==> config.mk <==
export PLATFORM = sky130hd
export DESIGN_NAME = timer_bank
export DESIGN_NICKNAME = d
export VERILOG_FILES = /design/src/rtl/timer_bank.sv
export SDC_FILE = /design/constraint.sdc
export NUM_CORES = 1
export LEC_CHECK = 0
export CAP_MARGIN = 5
export CORE_ASPECT_RATIO = 1.25
export CORE_UTILIZATION = 51
export CTS_CLUSTER_SIZE = 8
export DETAILED_ROUTE_END_ITERATION = 10
export PLACE_DENSITY = 0.74
export SYNTH_ARGS = -nofsm -noshare
export SYNTH_HDL_FRONTEND = slang
export SYNTH_SLANG_ARGS = --single-unit
==> constraint.sdc <==
create_clock -name clk -period 5.4 [get_ports clk]
set_input_delay 0.81 -clock clk [delete_from_list [all_inputs] [get_ports clk]]
set_output_delay 0.81 -clock clk [all_outputs]
set_load 0.05 [all_outputs]
==> src/rtl/timer_bank.sv <==
// Multi-channel programmable down-counter bank with a shared prescaler.
// Each channel has its own mode, reload, sticky status and a registered expiry pulse.
module timer_bank #(
    parameter int WIDTH          = 16,
    parameter int CHANNELS       = 4,
    parameter int PRESCALE_WIDTH = 8,
    localparam int CH_W          = (CHANNELS > 1) ? $clog2(CHANNELS) : 1
) (
    input  logic                      clk,
    input  logic                      reset,
    input  logic                      wr_en,
    input  logic [CH_W-1:0]           wr_ch,
    input  logic [1:0]                wr_mode,
    input  logic [WIDTH-1:0]          wr_load,
    input  logic [CHANNELS-1:0]       start,
    input  logic [PRESCALE_WIDTH-1:0] prescale,
    input  logic [CHANNELS-1:0]       irq_en,
    input  logic [CHANNELS-1:0]       irq_clear,
    output logic [CHANNELS*WIDTH-1:0] count,
    output logic [CHANNELS-1:0]       expired,
    output logic [CHANNELS-1:0]       irq_status,
    output logic                      irq
);

    typedef enum logic [1:0] {
        MODE_FREE   = 2'b00,
        MODE_CYCLIC = 2'b01,
        MODE_SINGLE = 2'b10,
        MODE_RSVD   = 2'b11
    } mode_e;

    logic [PRESCALE_WIDTH-1:0] p_q, p_d;
    logic                      tick;

    logic [WIDTH-1:0]    count_q  [CHANNELS];
    logic [WIDTH-1:0]    count_d  [CHANNELS];
    logic [WIDTH-1:0]    reload_q [CHANNELS];
    logic [WIDTH-1:0]    reload_d [CHANNELS];
    mode_e               mode_q   [CHANNELS];
    mode_e               mode_d   [CHANNELS];
    logic [CHANNELS-1:0] halted_q, halted_d;
    logic [CHANNELS-1:0] expired_q, expired_d;
    logic [CHANNELS-1:0] status_q, status_d;

    // ">=" lets a lowered divisor take effect on the very next cycle.
    always_comb begin
        tick = (p_q >= prescale);
        p_d  = tick ? '0 : p_q + PRESCALE_WIDTH'(1);
    end

    // NOTE: every next-state signal gets its hold value first, so no path leaves one unassigned (no latch).
    always_comb begin
        count_d   = count_q;
        reload_d  = reload_q;
        mode_d    = mode_q;
        halted_d  = halted_q;
        expired_d = '0;
        status_d  = status_q & ~irq_clear;
        for (int i = 0; i < CHANNELS; i++) begin
            if (wr_en && (wr_ch == CH_W'(i))) begin
                mode_d[i]   = mode_e'(wr_mode);
                reload_d[i] = wr_load;
                count_d[i]  = wr_load;
                halted_d[i] = 1'b0;
            end else if (tick && start[i] && !halted_q[i]) begin
                unique case (mode_q[i])
                    MODE_FREE: begin
                        if (count_q[i] != '0) begin
                            count_d[i] = count_q[i] - WIDTH'(1);
                        end else begin
                            count_d[i]   = '1;
                            expired_d[i] = 1'b1;
                        end
                    end
                    MODE_CYCLIC: begin
                        if (count_q[i] != '0) begin
                            count_d[i] = count_q[i] - WIDTH'(1);
                        end else begin
                            count_d[i]   = reload_q[i];
                            expired_d[i] = 1'b1;
                        end
                    end
                    MODE_SINGLE: begin
                        if (count_q[i] != '0) begin
                            count_d[i] = count_q[i] - WIDTH'(1);
                        end else begin
                            halted_d[i]  = 1'b1;
                            expired_d[i] = 1'b1;
                        end
                    end
                    default: ;
                endcase
            end
            // An expiry on the same edge as a clear keeps the flag set.
            if (expired_d[i]) begin
                status_d[i] = 1'b1;
            end
        end
    end

    // NOTE: clocked state uses non-blocking assignments so all registers update together at the edge.
    always_ff @(posedge clk or posedge reset) begin
        if (reset) begin
            p_q       <= '0;
            halted_q  <= '0;
            expired_q <= '0;
            status_q  <= '0;
            for (int i = 0; i < CHANNELS; i++) begin
                count_q[i]  <= '1;
                reload_q[i] <= '1;
                mode_q[i]   <= MODE_FREE;
            end
        end else begin
            p_q       <= p_d;
            halted_q  <= halted_d;
            expired_q <= expired_d;
            status_q  <= status_d;
            count_q   <= count_d;
            reload_q  <= reload_d;
            mode_q    <= mode_d;
        end
    end

    for (genvar g = 0; g < CHANNELS; g++) begin : g_count
        assign count[g*WIDTH +: WIDTH] = count_q[g];
    end

    assign expired    = expired_q;
    assign irq_status = status_q;
    assign irq        = |(status_q & irq_en);

endmodule

==> results of run 1 <==
[state kept, by name, summed over array words and instances (netlist names)]
signal      count
irq_status      4
halted_q        4
reload_q       64
expired         4
mode_q          8
p_q             8
count          64
[synth_stat cells, types with 3 or more instances]
library cell / number
sky130_fd_sc_hd__nand2_1: 249
sky130_fd_sc_hd__o21ai_0: 132
sky130_fd_sc_hd__dfstp_2: 128
sky130_fd_sc_hd__nor2_1: 86
sky130_fd_sc_hd__clkbuf_1: 52
sky130_fd_sc_hd__a21oi_1: 47
sky130_fd_sc_hd__inv_1: 43
sky130_fd_sc_hd__nor3_1: 38
sky130_fd_sc_hd__ha_1: 33
sky130_fd_sc_hd__dfrtp_1: 28
sky130_fd_sc_hd__xor2_1: 23
sky130_fd_sc_hd__nand3_1: 21
sky130_fd_sc_hd__a22oi_1: 20
sky130_fd_sc_hd__nor4_1: 20
sky130_fd_sc_hd__o211ai_1: 19
sky130_fd_sc_hd__xnor2_1: 19
sky130_fd_sc_hd__a31oi_1: 16
sky130_fd_sc_hd__a21boi_0: 15
sky130_fd_sc_hd__nand4_1: 14
sky130_fd_sc_hd__buf_2: 12
sky130_fd_sc_hd__o31ai_1: 12
sky130_fd_sc_hd__nand2b_1: 7
sky130_fd_sc_hd__nor2b_1: 7
sky130_fd_sc_hd__o22ai_1: 7
sky130_fd_sc_hd__a2bb2oi_1: 6
sky130_fd_sc_hd__and3_1: 6
sky130_fd_sc_hd__nor3b_1: 6
sky130_fd_sc_hd__a211oi_1: 5
sky130_fd_sc_hd__a21o_1: 5
sky130_fd_sc_hd__or3_1: 5
sky130_fd_sc_hd__and2_1: 4
sky130_fd_sc_hd__and4_1: 4
sky130_fd_sc_hd__nor4_2: 4
sky130_fd_sc_hd__nor4b_1: 4
sky130_fd_sc_hd__o31a_1: 4
sky130_fd_sc_hd__or2_2: 4
sky130_fd_sc_hd__a221oi_1: 3
sky130_fd_sc_hd__a22o_1: 3
sky130_fd_sc_hd__a41oi_1: 3
sky130_fd_sc_hd__buf_4: 3
sky130_fd_sc_hd__nand3b_1: 3
sky130_fd_sc_hd__nand4b_1: 3
sky130_fd_sc_hd__o211a_1: 3
[worst min-delay path: stages (launching register included)]
cell and delay, ps:
sky130_fd_sc_hd__dfstp_2 370, sky130_fd_sc_hd__nand2_1 50, sky130_fd_sc_hd__nand2_1 40
[power by group through the flow]
stage / sequential [mW] / clock (mW) / combinational, mW
floorplan: 2.95 / 0 / 1.52
CTS: 2.27 / 1.32 / 3.18
detailed placement: 2.28 / 0 / 3.16
global placement: 2.28 / 0 / 3.10
global route: 2.34 / 1.37 / 3.45
finish: 2.29 / 1.31 / 3.20
[per-stage QoR]
stage	cell area (µm²)	setup WS (ps)	cells	power (mW)
global placement	10860	1504	1442	5.373
CTS	11490	1872	1474	6.768
floorplan	9588	595.3	1158	4.464
detailed placement	10860	1428	1442	5.434
global route	11490	1517	1474	7.169
finish	11490	1775	1474	6.796
[final timing paths]
kind / from / end / slack, ps / cells past startpoint
max: prescale[6] / count[54] / 1770 / 10
min: reload_q[29] / reload_q[29] / 460 / 2
min reg2reg: reload_q[29] / reload_q[29] / 460 / 2
min in group asynchronous: reset / expired[0] / 880 / 2
max in group asynchronous: reset / reload_q[45] / 3520 / 3
max reg2reg: count[50] / count[54] / 2120 / 6
[cells by family (layout without fill, tap and decap cells)]
| family | Yosys count | in the layout | share of synthesized area (%) |
|---|---|---|---|
| buffers and inverters | 112 | 200 | 4.659 |
| adders and majority gates | 33 | 33 | 4.306 |
| xor gates and xnor gates | 42 | 42 | 3.837 |
| AOI/OAI and AO/OA | 321 | 321 | 20.91 |
| muxes | 1 | 1 | 0.1044 |
| and+or+nand+nor | 493 | 493 | 23.80 |
| DFF | 156 | 156 | 42.39 |
[area by class of cell]
class / instances / area [µm²]
Clock buffer: 24 / 491.7
Clock inverter: 8 / 140.1
Fill cell: 1553 / 6749
Inverter: 44 / 170.2
Multi-Input combinational cell: 890 / 5117
Sequential cell: 156 / 4064
Tap cell: 228 / 285.3
Timing Repair Buffer: 124 / 1219
[layer usage]
layer / part of all wire (%) / vias up
met1: 42 / 4523
met3: 6.8 / 63
met2: 48 / 379
met4: 3.5 / 0
met5: 0 / -
li1: - / 4242
==> run_summary.xml, run 1 <==
<?xml version="1.0" encoding="UTF-8"?>
<metrics>
  <group name="yosys">
    <metric name="synth-seq-area-share" unit="%">42.39</metric>
    <metric name="synth_largest_type_area_fraction" unit="%">35.08</metric>
    <metric name="syn-cell-area" unit="µm²">9588</metric>
    <metric name="synthesis.yosys.warnings" unit="">0</metric>
    <metric name="synth_top_flop_cell" unit="">sky130_fd_sc_hd__dfstp_2</metric>
    <metric name="synth.largest_area_cell" unit="">sky130_fd_sc_hd__dfstp_2</metric>
    <metric name="synth.distinct_cells" unit="">68</metric>
    <metric name="synthTopCellsByArea" unit="">sky130_fd_sc_hd__dfstp_2 (35%), sky130_fd_sc_hd__nand2_1 (9.7%), sky130_fd_sc_hd__dfrtp_1 (7.3%), sky130_fd_sc_hd__o21ai_0 (6.9%), sky130_fd_sc_hd__ha_1 (4.3%)</metric>
    <metric name="synthesized_area_divided_by_synthesized_cell_count" unit="µm²">8.280</metric>
    <metric name="asyncSetResetFlopFracSynth" unit="%">100.0</metric>
    <metric name="synth-seq-cells" unit="">156</metric>
    <metric name="synthesis.nets" unit="">1234</metric>
    <metric name="netlist_instances" unit="">1158</metric>
    <metric name="number_of_synthesized_flops_with_an_enable_pin" unit="">0</metric>
  </group>
  <group name="global_route">
    <metric name="met1_track_utilization_from_global_routing" unit="%">39.91</metric>
    <metric name="first_global_vias" unit="">8716</metric>
    <metric name="global_route_usage_over_all_layers" unit="%">30.27</metric>
    <metric name="grt_first_pass_wirelength" unit="µm">46530</metric>
    <metric name="grt.overflow.total" unit="">0</metric>
    <metric name="grt_start_max_net_pins" unit="">78</metric>
    <metric name="antenna_found_initial" unit="">0</metric>
    <metric name="groute.layer.met3.usage" unit="%">4.883</metric>
    <metric name="globalRoute.busiestLayer" unit="">met2</metric>
    <metric name="gr-usage-met2" unit="%">48.86</metric>
  </group>
  <group name="clocking">
    <metric name="cts_resized" unit="">0</metric>
    <metric name="hold_buffers" unit="">0</metric>
    <metric name="clkSlewWorstSetupHoldPaths" unit="ps">60</metric>
    <metric name="sinks_on_the_clock_net" unit="">156</metric>
    <metric name="ctsLongestPathBuffers" unit="">2</metric>
    <metric name="cts_post_setup_buffers_inserted" unit="">0</metric>
    <metric name="cts_made_buffers" unit="">17</metric>
    <metric name="root_buffer" unit="">sky130_fd_sc_hd__clkbuf_16</metric>
    <metric name="clock_tree_from_tritoncts" unit="">done</metric>
    <metric name="htreeDepth" unit="">4</metric>
    <metric name="clock_latency" unit="ps">430</metric>
  </group>
  <group name="routing">
    <metric name="drt_first_pass_iters" unit="">5</metric>
    <metric name="postRouteWirelength" unit="µm">28900</metric>
    <metric name="dr_total_vias" unit="">9207</metric>
    <metric name="drc" unit="">0</metric>
    <metric name="drtAntennaViolNets" unit="">0</metric>
    <metric name="drt-wirelength-per-cell" unit="µm">19.61</metric>
    <metric name="dr.first_iter.drc_count" unit="">910</metric>
    <metric name="vias_per_cell" unit="">6.246</metric>
  </group>
  <group name="sta">
    <metric name="max_slew.worst_pin.slew" unit="ps">1183</metric>
    <metric name="tns" unit="ps">0</metric>
    <metric name="min_period" unit="ps">3625</metric>
    <metric name="setup_viol" unit="">0</metric>
    <metric name="grt_setup_unrepaired" unit="">no</metric>
    <metric name="worst_clock_skew" unit="ps">5.411</metric>
    <metric name="timing.fmax" unit="MHz">275.9</metric>
    <metric name="timing.slew.headroom" unit="%">20.91</metric>
    <metric name="hold_ws" unit="ps">456.8</metric>
    <metric name="share_of_the_clock_period_used_by_the_worst_path_after_layout" unit="%">67.13</metric>
    <metric name="hold_violations" unit="">0</metric>
    <metric name="timing.final.max_slew_violations" unit="">0</metric>
  </group>
  <group name="run_status">
    <metric name="run_status" unit="">complete, no violations</metric>
  </group>
  <group name="critical_path">
    <metric name="cell_type_of_the_slowest_stage_on_the_worst_timing_path" unit="">sky130_fd_sc_hd__a31oi_2</metric>
    <metric name="cpLargestDelayFamily" unit="">compound AO/OA/AOI/OAI gates</metric>
    <metric name="critical_path.max_fanout" unit="">29</metric>
    <metric name="cp_data_required_time" unit="ps">5740</metric>
    <metric name="critPathKind" unit="">primary input to flop</metric>
    <metric name="worst_ep_arrival_time" unit="ps">3960</metric>
    <metric name="cp-start-kind" unit="">primary input</metric>
    <metric name="critPathMaxStageDelay" unit="ps">970</metric>
    <metric name="endpoint_kind" unit="">flop</metric>
    <metric name="cp_common_cell" unit="">sky130_fd_sc_hd__o21ai_0</metric>
    <metric name="crit_buf_inv" unit="">3</metric>
    <metric name="crit_path_cell_trace" unit="">clkdlybuf4s50_1 &gt; inv_1 &gt; ha_1 &gt; and3_1 &gt; o21ai_0 &gt; o311ai_4 &gt; buf_4 &gt; a31oi_2 &gt; o21ai_0 &gt; o21ai_0</metric>
  </group>
  <group name="power">
    <metric name="clock_network_fraction_of_total_power" unit="%">19.3</metric>
    <metric name="p_seq_share" unit="%">33.6</metric>
    <metric name="cellLeakagePower" unit="nW">4.749</metric>
    <metric name="switchingPower" unit="mW">3.066</metric>
    <metric name="irDropWorstVdd" unit="V">0.0004869</metric>
    <metric name="cell_internal_pwr" unit="mW">3.730</metric>
    <metric name="power.combinational.fraction" unit="%">47.0</metric>
    <metric name="switching_share" unit="%">45.12</metric>
    <metric name="power.density_cell_area" unit="nW/µm²">591.6</metric>
  </group>
  <group name="layout">
    <metric name="most-common-layout-cells" unit="">sky130_fd_sc_hd__nand2_1 (249), sky130_fd_sc_hd__o21ai_0 (132), sky130_fd_sc_hd__dfstp_2 (128)</metric>
    <metric name="diode_insertion_count_for_antenna_repair" unit="">0</metric>
    <metric name="utilization" unit="%">62.99</metric>
    <metric name="final_net_count" unit="">1309</metric>
    <metric name="final_layout_size_suffix_gt1_share" unit="%">15.09</metric>
    <metric name="layout_commonest_cell" unit="">sky130_fd_sc_hd__nand2_1</metric>
    <metric name="area_delta_synth_final" unit="%">19.81</metric>
  </group>
  <group name="min_path">
    <metric name="min-delay-path-class" unit="">flop to flop</metric>
  </group>
  <group name="floorplanning">
    <metric name="die-width" unit="µm">124.6</metric>
    <metric name="start_util" unit="%">52.58</metric>
    <metric name="die_h" unit="µm">155.3</metric>
    <metric name="placement_rows" unit="">55</metric>
    <metric name="boundaryPins" unit="">116</metric>
    <metric name="die_area" unit="µm²">19360</metric>
    <metric name="design.core.area" unit="µm²">18240</metric>
  </group>
  <group name="placed_design">
    <metric name="gpl.final_weighted_congestion" unit="">0.8601</metric>
    <metric name="post-dp-hpwl" unit="µm">18920</metric>
    <metric name="placement.io_buffers" unit="">115</metric>
  </group>
  <group name="flow_run">
    <metric name="max_cap_violations" unit="">0</metric>
  </group>
</metrics>
Power figures use the tool's default switching activity.
==> run 2: changes to the inputs <==
==> constraint.sdc (replaced) <==
create_clock -name clk -period 3.8 [get_ports clk]
set_input_delay 0.57 -clock clk [delete_from_list [all_inputs] [get_ports clk]]
set_output_delay 0.57 -clock clk [all_outputs]
set_load 0.05 [all_outputs]
==> run_summary.xml, run 2 (synthesis results as in run 1) <==
<?xml version="1.0" encoding="UTF-8"?>
<metrics>
  <group name="run_status">
    <metric name="run_status" unit="">complete, no violations</metric>
  </group>
  <group name="clocking">
    <metric name="root_buffer" unit="">sky130_fd_sc_hd__clkbuf_16</metric>
    <metric name="cts_resized" unit="">0</metric>
    <metric name="ctsLongestPathBuffers" unit="">2</metric>
    <metric name="cts_post_setup_buffers_inserted" unit="">0</metric>
    <metric name="clock_latency" unit="ps">430</metric>
    <metric name="clock_tree_from_tritoncts" unit="">done</metric>
    <metric name="cts_made_buffers" unit="">17</metric>
    <metric name="sinks_on_the_clock_net" unit="">156</metric>
    <metric name="hold_buffers" unit="">0</metric>
    <metric name="htreeDepth" unit="">4</metric>
    <metric name="clkSlewWorstSetupHoldPaths" unit="ps">70</metric>
  </group>
  <group name="sta">
    <metric name="min_period" unit="ps">3031</metric>
    <metric name="timing.slew.headroom" unit="%">27.36</metric>
    <metric name="timing.final.max_slew_violations" unit="">0</metric>
    <metric name="grt_setup_unrepaired" unit="">no</metric>
    <metric name="worst_clock_skew" unit="ps">9.079</metric>
    <metric name="hold_violations" unit="">0</metric>
    <metric name="share_of_the_clock_period_used_by_the_worst_path_after_layout" unit="%">79.77</metric>
    <metric name="timing.fmax" unit="MHz">329.9</metric>
    <metric name="tns" unit="ps">0</metric>
    <metric name="max_slew.worst_pin.slew" unit="ps">1090</metric>
    <metric name="setup_viol" unit="">0</metric>
  </group>
  <group name="global_route">
    <metric name="global_route_usage_over_all_layers" unit="%">29.84</metric>
    <metric name="antenna_found_initial" unit="">0</metric>
    <metric name="first_global_vias" unit="">8725</metric>
    <metric name="grt.overflow.total" unit="">0</metric>
    <metric name="grt_first_pass_wirelength" unit="µm">45880</metric>
    <metric name="grt_start_max_net_pins" unit="">74</metric>
  </group>
  <group name="min_path">
    <metric name="min-delay-path-class" unit="">flop to flop</metric>
    <metric name="hp-start" unit="">reload_q[18]</metric>
    <metric name="min_delay_worst_endpoint" unit="">reload_q[18]</metric>
    <metric name="worst_hold_path.num_cells" unit="">2</metric>
  </group>
  <group name="critical_path">
    <metric name="cp_common_cell" unit="">sky130_fd_sc_hd__o21ai_0</metric>
    <metric name="timing.rr.end" unit="">count[20]</metric>
    <metric name="reg2reg_from" unit="">mode_q[5]</metric>
    <metric name="cp-start-kind" unit="">primary input</metric>
    <metric name="critPathKind" unit="">primary input to flop</metric>
    <metric name="cp_data_required_time" unit="ps">4140</metric>
    <metric name="crit_path_cell_trace" unit="">clkdlybuf4s50_1 &gt; inv_1 &gt; ha_1 &gt; nand4_1 &gt; o311a_1 &gt; a211oi_1 &gt; buf_4 &gt; o21ai_0 &gt; o21ai_0</metric>
    <metric name="critPathMaxStageDelay" unit="ps">790</metric>
    <metric name="endpoint_kind" unit="">flop</metric>
    <metric name="worstRegToRegCells" unit="">9</metric>
    <metric name="cell_type_of_the_slowest_stage_on_the_worst_timing_path" unit="">sky130_fd_sc_hd__a211oi_1</metric>
    <metric name="r2r_slack" unit="ps">810</metric>
    <metric name="worst_ep_arrival_time" unit="ps">3380</metric>
    <metric name="critical_path.max_fanout" unit="">8</metric>
  </group>
  <group name="routing">
    <metric name="drt_first_pass_iters" unit="">5</metric>
    <metric name="postRouteWirelength" unit="µm">28300</metric>
    <metric name="dr.first_iter.drc_count" unit="">894</metric>
    <metric name="drc" unit="">0</metric>
    <metric name="drt-wirelength-per-cell" unit="µm">19.02</metric>
    <metric name="drtAntennaViolNets" unit="">0</metric>
    <metric name="dr_total_vias" unit="">9198</metric>
    <metric name="vias_per_cell" unit="">6.181</metric>
  </group>
  <group name="flow_run">
    <metric name="max_cap_violations" unit="">0</metric>
  </group>
  <group name="layout">
    <metric name="final_layout_size_suffix_gt1_share" unit="%">16.11</metric>
    <metric name="area_delta_synth_final" unit="%">20.84</metric>
    <metric name="final_net_count" unit="">1323</metric>
    <metric name="most-common-layout-cells" unit="">sky130_fd_sc_hd__nand2_1 (249), sky130_fd_sc_hd__o21ai_0 (132), sky130_fd_sc_hd__dfstp_2 (128)</metric>
    <metric name="layout_commonest_cell" unit="">sky130_fd_sc_hd__nand2_1</metric>
    <metric name="diode_insertion_count_for_antenna_repair" unit="">0</metric>
  </group>
  <group name="placed_design">
    <metric name="gpl.final_weighted_congestion" unit="">0.8704</metric>
    <metric name="placement.io_buffers" unit="">115</metric>
    <metric name="post-dp-hpwl" unit="µm">18880</metric>
  </group>
  <group name="floorplanning">
    <metric name="die_h" unit="µm">155.3</metric>
    <metric name="boundaryPins" unit="">116</metric>
    <metric name="die-width" unit="µm">124.6</metric>
    <metric name="start_util" unit="%">52.58</metric>
    <metric name="design.core.area" unit="µm²">18240</metric>
    <metric name="placement_rows" unit="">55</metric>
    <metric name="die_area" unit="µm²">19360</metric>
  </group>
  <group name="power">
    <metric name="post-layout-total-power" unit="mW">9.612</metric>
    <metric name="cellLeakagePower" unit="nW">4.795</metric>
    <metric name="irDropWorstVdd" unit="V">0.0005472</metric>
    <metric name="power.density_cell_area" unit="nW/µm²">829.7</metric>
  </group>
</metrics>
==> run 2: cell types whose count changed in the layout (fill, tap and decap cells not counted), moves of 2 or more <==
cell	change
sky130_fd_sc_hd__clkinvlp_4	+3
sky130_fd_sc_hd__buf_12	+2
sky130_fd_sc_hd__clkbuf_1	-2
sky130_fd_sc_hd__clkinv_2	-4
sky130_fd_sc_hd__inv_6	+2
sky130_fd_sc_hd__buf_4	+12
sky130_fd_sc_hd__clkbuf_8	-4
sky130_fd_sc_hd__clkinv_4	+4
==> run 2: area by class of cell <==
class / count / area, µm²
Timing Repair Buffer: 138 / 1349
Sequential cell: 156 / 4064
Inverter: 44 / 168.9
Fill cell: 1524 / 6650
Clock buffer: 18 / 429.2
Tap cell: 228 / 285.3
Multi-Input combinational cell: 890 / 5106
Clock inverter: 14 / 183.9
==> run 2: metal layers <==
metal,track usage [%],routed length [µm],vias to the layer above
met5,0,0,-
met4,12.56,809,0
met3,4.952,2062,71
met2,48.96,13630,418
met1,39.08,11800,4442
li1,-,-,4267
==> run 2: worst max path at each step <==
stage	start	end	slack, ps	depth (start not counted)
2_1_floorplan	count[0]	count[4]	1230	11
3_3_place_gp	prescale[6]	count[18]	530	9
3_5_place_dp	prescale[6]	count[20]	360	9
4_1_cts	prescale[6]	count[20]	780	9
5_1_grt	prescale[6]	count[20]	550	9
6_report	prescale[6]	count[20]	770	9
==> run 2: per-stage QoR <==
stage / hold slack [ps] / util [%] / setup slack, ps / instance area (µm²) / instances
after floorplan: 435.5 / - / 1228 / 9592 / 1158
after global placement: 441.9 / 60.17 / 533.3 / 10970 / 1456
after detailed placement: 447.1 / 60.17 / 358.7 / 10970 / 1456
after CTS: 458.1 / 63.53 / 780.0 / 11590 / 1488
after global routing: 470.3 / 63.53 / 551.7 / 11590 / 1488
final: 456.5 / 63.53 / 768.8 / 11590 / 1488
==> run 2: worst max-delay path, delay by kind of cell <==
family / cells / cell delay (ps)
AOI/OAI and AO/OA: 4 / 1510
buffers and inverters: 3 / 790
adders and majority gates: 1 / 320
and+or+nand+nor: 1 / 190
==> run 2: report_power, final <==
| group | leakage (nW) | internal (mW) | switching [mW] |
|---|---|---|---|
| Sequential | 1.71 | 2.48 | 0.754 |
| Clock | 0.294 | 1.05 | 0.758 |
| Combinational | 2.79 | 1.68 | 2.89 |
==> run 3: changes to the inputs <==
--- a/config.mk
+++ b/config.mk
@@ -10,7 +10,7 @@
 export CORE_UTILIZATION = 51
 export CTS_CLUSTER_SIZE = 8
 export DETAILED_ROUTE_END_ITERATION = 10
-export PLACE_DENSITY = 0.74
+export PLACE_DENSITY = 0.77
 export SYNTH_ARGS = -nofsm -noshare
 export SYNTH_HDL_FRONTEND = slang
 export SYNTH_SLANG_ARGS = --single-unit
==> constraint.sdc (replaced) <==
create_clock -name clk -period 2.6 [get_ports clk]
set_input_delay 0.39 -clock clk [delete_from_list [all_inputs] [get_ports clk]]
set_output_delay 0.39 -clock clk [all_outputs]
set_load 0.05 [all_outputs]
==> run_summary.xml, run 3 (synthesis results as in run 1) <==
<?xml version="1.0" encoding="UTF-8"?>
<metrics>
  <group name="run_status">
    <metric name="run_status" unit="">complete, no violations</metric>
  </group>
  <group name="layout">
    <metric name="final_net_count" unit="">1367</metric>
    <metric name="diode_insertion_count_for_antenna_repair" unit="">0</metric>
    <metric name="utilization" unit="%">65.60</metric>
    <metric name="num-fill-cells" unit="">1466</metric>
    <metric name="final_layout_size_suffix_gt1_share" unit="%">18.94</metric>
    <metric name="most-common-layout-cells" unit="">sky130_fd_sc_hd__nand2_1 (249), sky130_fd_sc_hd__o21ai_0 (132), sky130_fd_sc_hd__dfstp_2 (128)</metric>
    <metric name="area_delta_synth_final" unit="%">24.77</metric>
    <metric name="layout_commonest_cell" unit="">sky130_fd_sc_hd__nand2_1</metric>
  </group>
  <group name="critical_path">
    <metric name="endpoint_kind" unit="">flop</metric>
    <metric name="cell_type_of_the_slowest_stage_on_the_worst_timing_path" unit="">sky130_fd_sc_hd__dfstp_2</metric>
    <metric name="crit_path_cell_trace" unit="">inv_1 &gt; ha_1 &gt; nor4b_1 &gt; and4_1 &gt; a2111oi_4 &gt; and2_1 &gt; buf_12 &gt; o21ai_0 &gt; o21ai_0</metric>
    <metric name="worst_ep_arrival_time" unit="ps">2860</metric>
    <metric name="critPathMaxStageDelay" unit="ps">620</metric>
    <metric name="cp_common_cell" unit="">sky130_fd_sc_hd__o21ai_0</metric>
    <metric name="cp-start-kind" unit="">flop</metric>
    <metric name="reg2reg_from" unit="">count[0]</metric>
    <metric name="critPathKind" unit="">flop to flop</metric>
    <metric name="cp_data_required_time" unit="ps">2940</metric>
    <metric name="worstRegToRegCells" unit="">9</metric>
    <metric name="critical_path.max_fanout" unit="">19</metric>
    <metric name="r2r_slack" unit="ps">80</metric>
    <metric name="timing.rr.end" unit="">count[4]</metric>
  </group>
  <group name="sta">
    <metric name="timing.slew.headroom" unit="%">54.51</metric>
    <metric name="finalWorstSetupSlack" unit="ps">81.64</metric>
    <metric name="share_of_the_clock_period_used_by_the_worst_path_after_layout" unit="%">96.86</metric>
    <metric name="timing.final.max_slew_violations" unit="">0</metric>
    <metric name="timing.fmax" unit="MHz">397.1</metric>
    <metric name="setup_viol" unit="">0</metric>
    <metric name="max_slew.worst_pin.slew" unit="ps">677.2</metric>
    <metric name="worst_clock_skew" unit="ps">9.091</metric>
    <metric name="min_period" unit="ps">2518</metric>
    <metric name="grt_setup_unrepaired" unit="">no</metric>
    <metric name="hold_violations" unit="">0</metric>
    <metric name="tns" unit="ps">0</metric>
  </group>
  <group name="clocking">
    <metric name="hold_buffers" unit="">0</metric>
    <metric name="htreeDepth" unit="">4</metric>
    <metric name="cts_post_setup_buffers_inserted" unit="">0</metric>
    <metric name="cts_resized" unit="">0</metric>
    <metric name="ctsLongestPathBuffers" unit="">2</metric>
    <metric name="clkSlewWorstSetupHoldPaths" unit="ps">60</metric>
    <metric name="clock_latency" unit="ps">430</metric>
    <metric name="clock_tree_from_tritoncts" unit="">done</metric>
    <metric name="sinks_on_the_clock_net" unit="">156</metric>
    <metric name="cts_made_buffers" unit="">17</metric>
    <metric name="root_buffer" unit="">sky130_fd_sc_hd__clkbuf_16</metric>
  </group>
  <group name="floorplanning">
    <metric name="design.core.area" unit="µm²">18240</metric>
    <metric name="boundaryPins" unit="">116</metric>
    <metric name="die_area" unit="µm²">19360</metric>
    <metric name="die_h" unit="µm">155.3</metric>
    <metric name="die-width" unit="µm">124.6</metric>
    <metric name="placement_rows" unit="">55</metric>
    <metric name="start_util" unit="%">52.58</metric>
  </group>
  <group name="global_route">
    <metric name="antenna_found_initial" unit="">1</metric>
    <metric name="grt_start_max_net_pins" unit="">50</metric>
    <metric name="first_global_vias" unit="">8979</metric>
    <metric name="global_route_usage_over_all_layers" unit="%">30.49</metric>
    <metric name="grt_first_pass_wirelength" unit="µm">47020</metric>
    <metric name="grt.overflow.total" unit="">0</metric>
  </group>
  <group name="power">
    <metric name="power.density_cell_area" unit="nW/µm²">1194</metric>
    <metric name="irDropWorstVdd" unit="V">0.0009102</metric>
    <metric name="cellLeakagePower" unit="nW">5.016</metric>
    <metric name="post-layout-total-power" unit="mW">14.28</metric>
  </group>
  <group name="placed_design">
    <metric name="dp_slack" unit="ps">-217.6</metric>
    <metric name="post-dp-hpwl" unit="µm">20350</metric>
    <metric name="placement.io_buffers" unit="">115</metric>
    <metric name="gpl.final_weighted_congestion" unit="">0.9101</metric>
  </group>
  <group name="routing">
    <metric name="postRouteWirelength" unit="µm">28910</metric>
    <metric name="drt-wirelength-per-cell" unit="µm">18.87</metric>
    <metric name="dr_total_vias" unit="">9436</metric>
    <metric name="drc" unit="">0</metric>
    <metric name="dr.first_iter.drc_count" unit="">1011</metric>
    <metric name="drtAntennaViolNets" unit="">0</metric>
    <metric name="drt_first_pass_iters" unit="">6</metric>
    <metric name="vias_per_cell" unit="">6.159</metric>
  </group>
  <group name="flow_run">
    <metric name="max_cap_violations" unit="">0</metric>
  </group>
  <group name="min_path">
    <metric name="min-delay-path-class" unit="">primary input to async pin</metric>
  </group>
</metrics>
run 3: layer usage:
layer	track usage [%]	vias to the layer above	wire, µm
li1	-	4359	-
met1	39.14	4573	11900
met2	49.67	422	13900
met3	5.571	80	2035
met4	14.74	2	1062
met5	0	-	13
run 3: worst max path at each step:
stage,start,endpoint,cells after the start
finish,count[0],count[4],9
global route,count[0],count[4],9
CTS,count[0],count[4],9
detailed placement,prescale[6],count[23],11
global placement,prescale[6],count[48],9
floorplan,count[0],count[4],11
run 3: final cells by class:
class | instances | area, µm² | area share, %
multi-input cells | 890 | 5119 | 42.79
flip-flops and latches | 156 | 4064 | 33.97
repair buffers | 182 | 1702 | 14.22
clock buffers | 19 | 432.9 | 3.619
well taps | 228 | 285.3 | 2.385
clock inverters | 13 | 191.4 | 1.600
inverters | 44 | 168.9 | 1.412
run 3: metrics by stage:
stage	instance area (µm²)	hold slack, ps	std cells
5_1_grt	11960	381.5	1532
6_report	11960	343.5	1532
4_1_cts	11950	341.3	1532
3_3_place_gp	11330	442.6	1500
3_5_place_dp	11330	445.5	1500
2_1_floorplan	9592	435.5	1158
run 3: power breakdown:
| group | total, mW | switching, mW | leakage (nW) | internal, mW |
|---|---|---|---|---|
| Sequential | 4.74 | 1.12 | 1.71 | 3.63 |
| Clock | 2.68 | 1.06 | 0.294 | 1.62 |
| Combinational | 6.86 | 4.28 | 3.01 | 2.58 |
| Total | 14.3 | 6.46 | 5.02 | 7.83 |
run 3: critical path, delay by kind of cell, from the launching register on:
| kind | cells | cell delay [ps] |
|---|---|---|
| AOI/OAI and AO/OA | 3 | 720 |
| and+or+nand+nor | 3 | 650 |
| DFF | 1 | 620 |
| buffers and inverters | 2 | 240 |
| adders and majority gates | 1 | 200 |
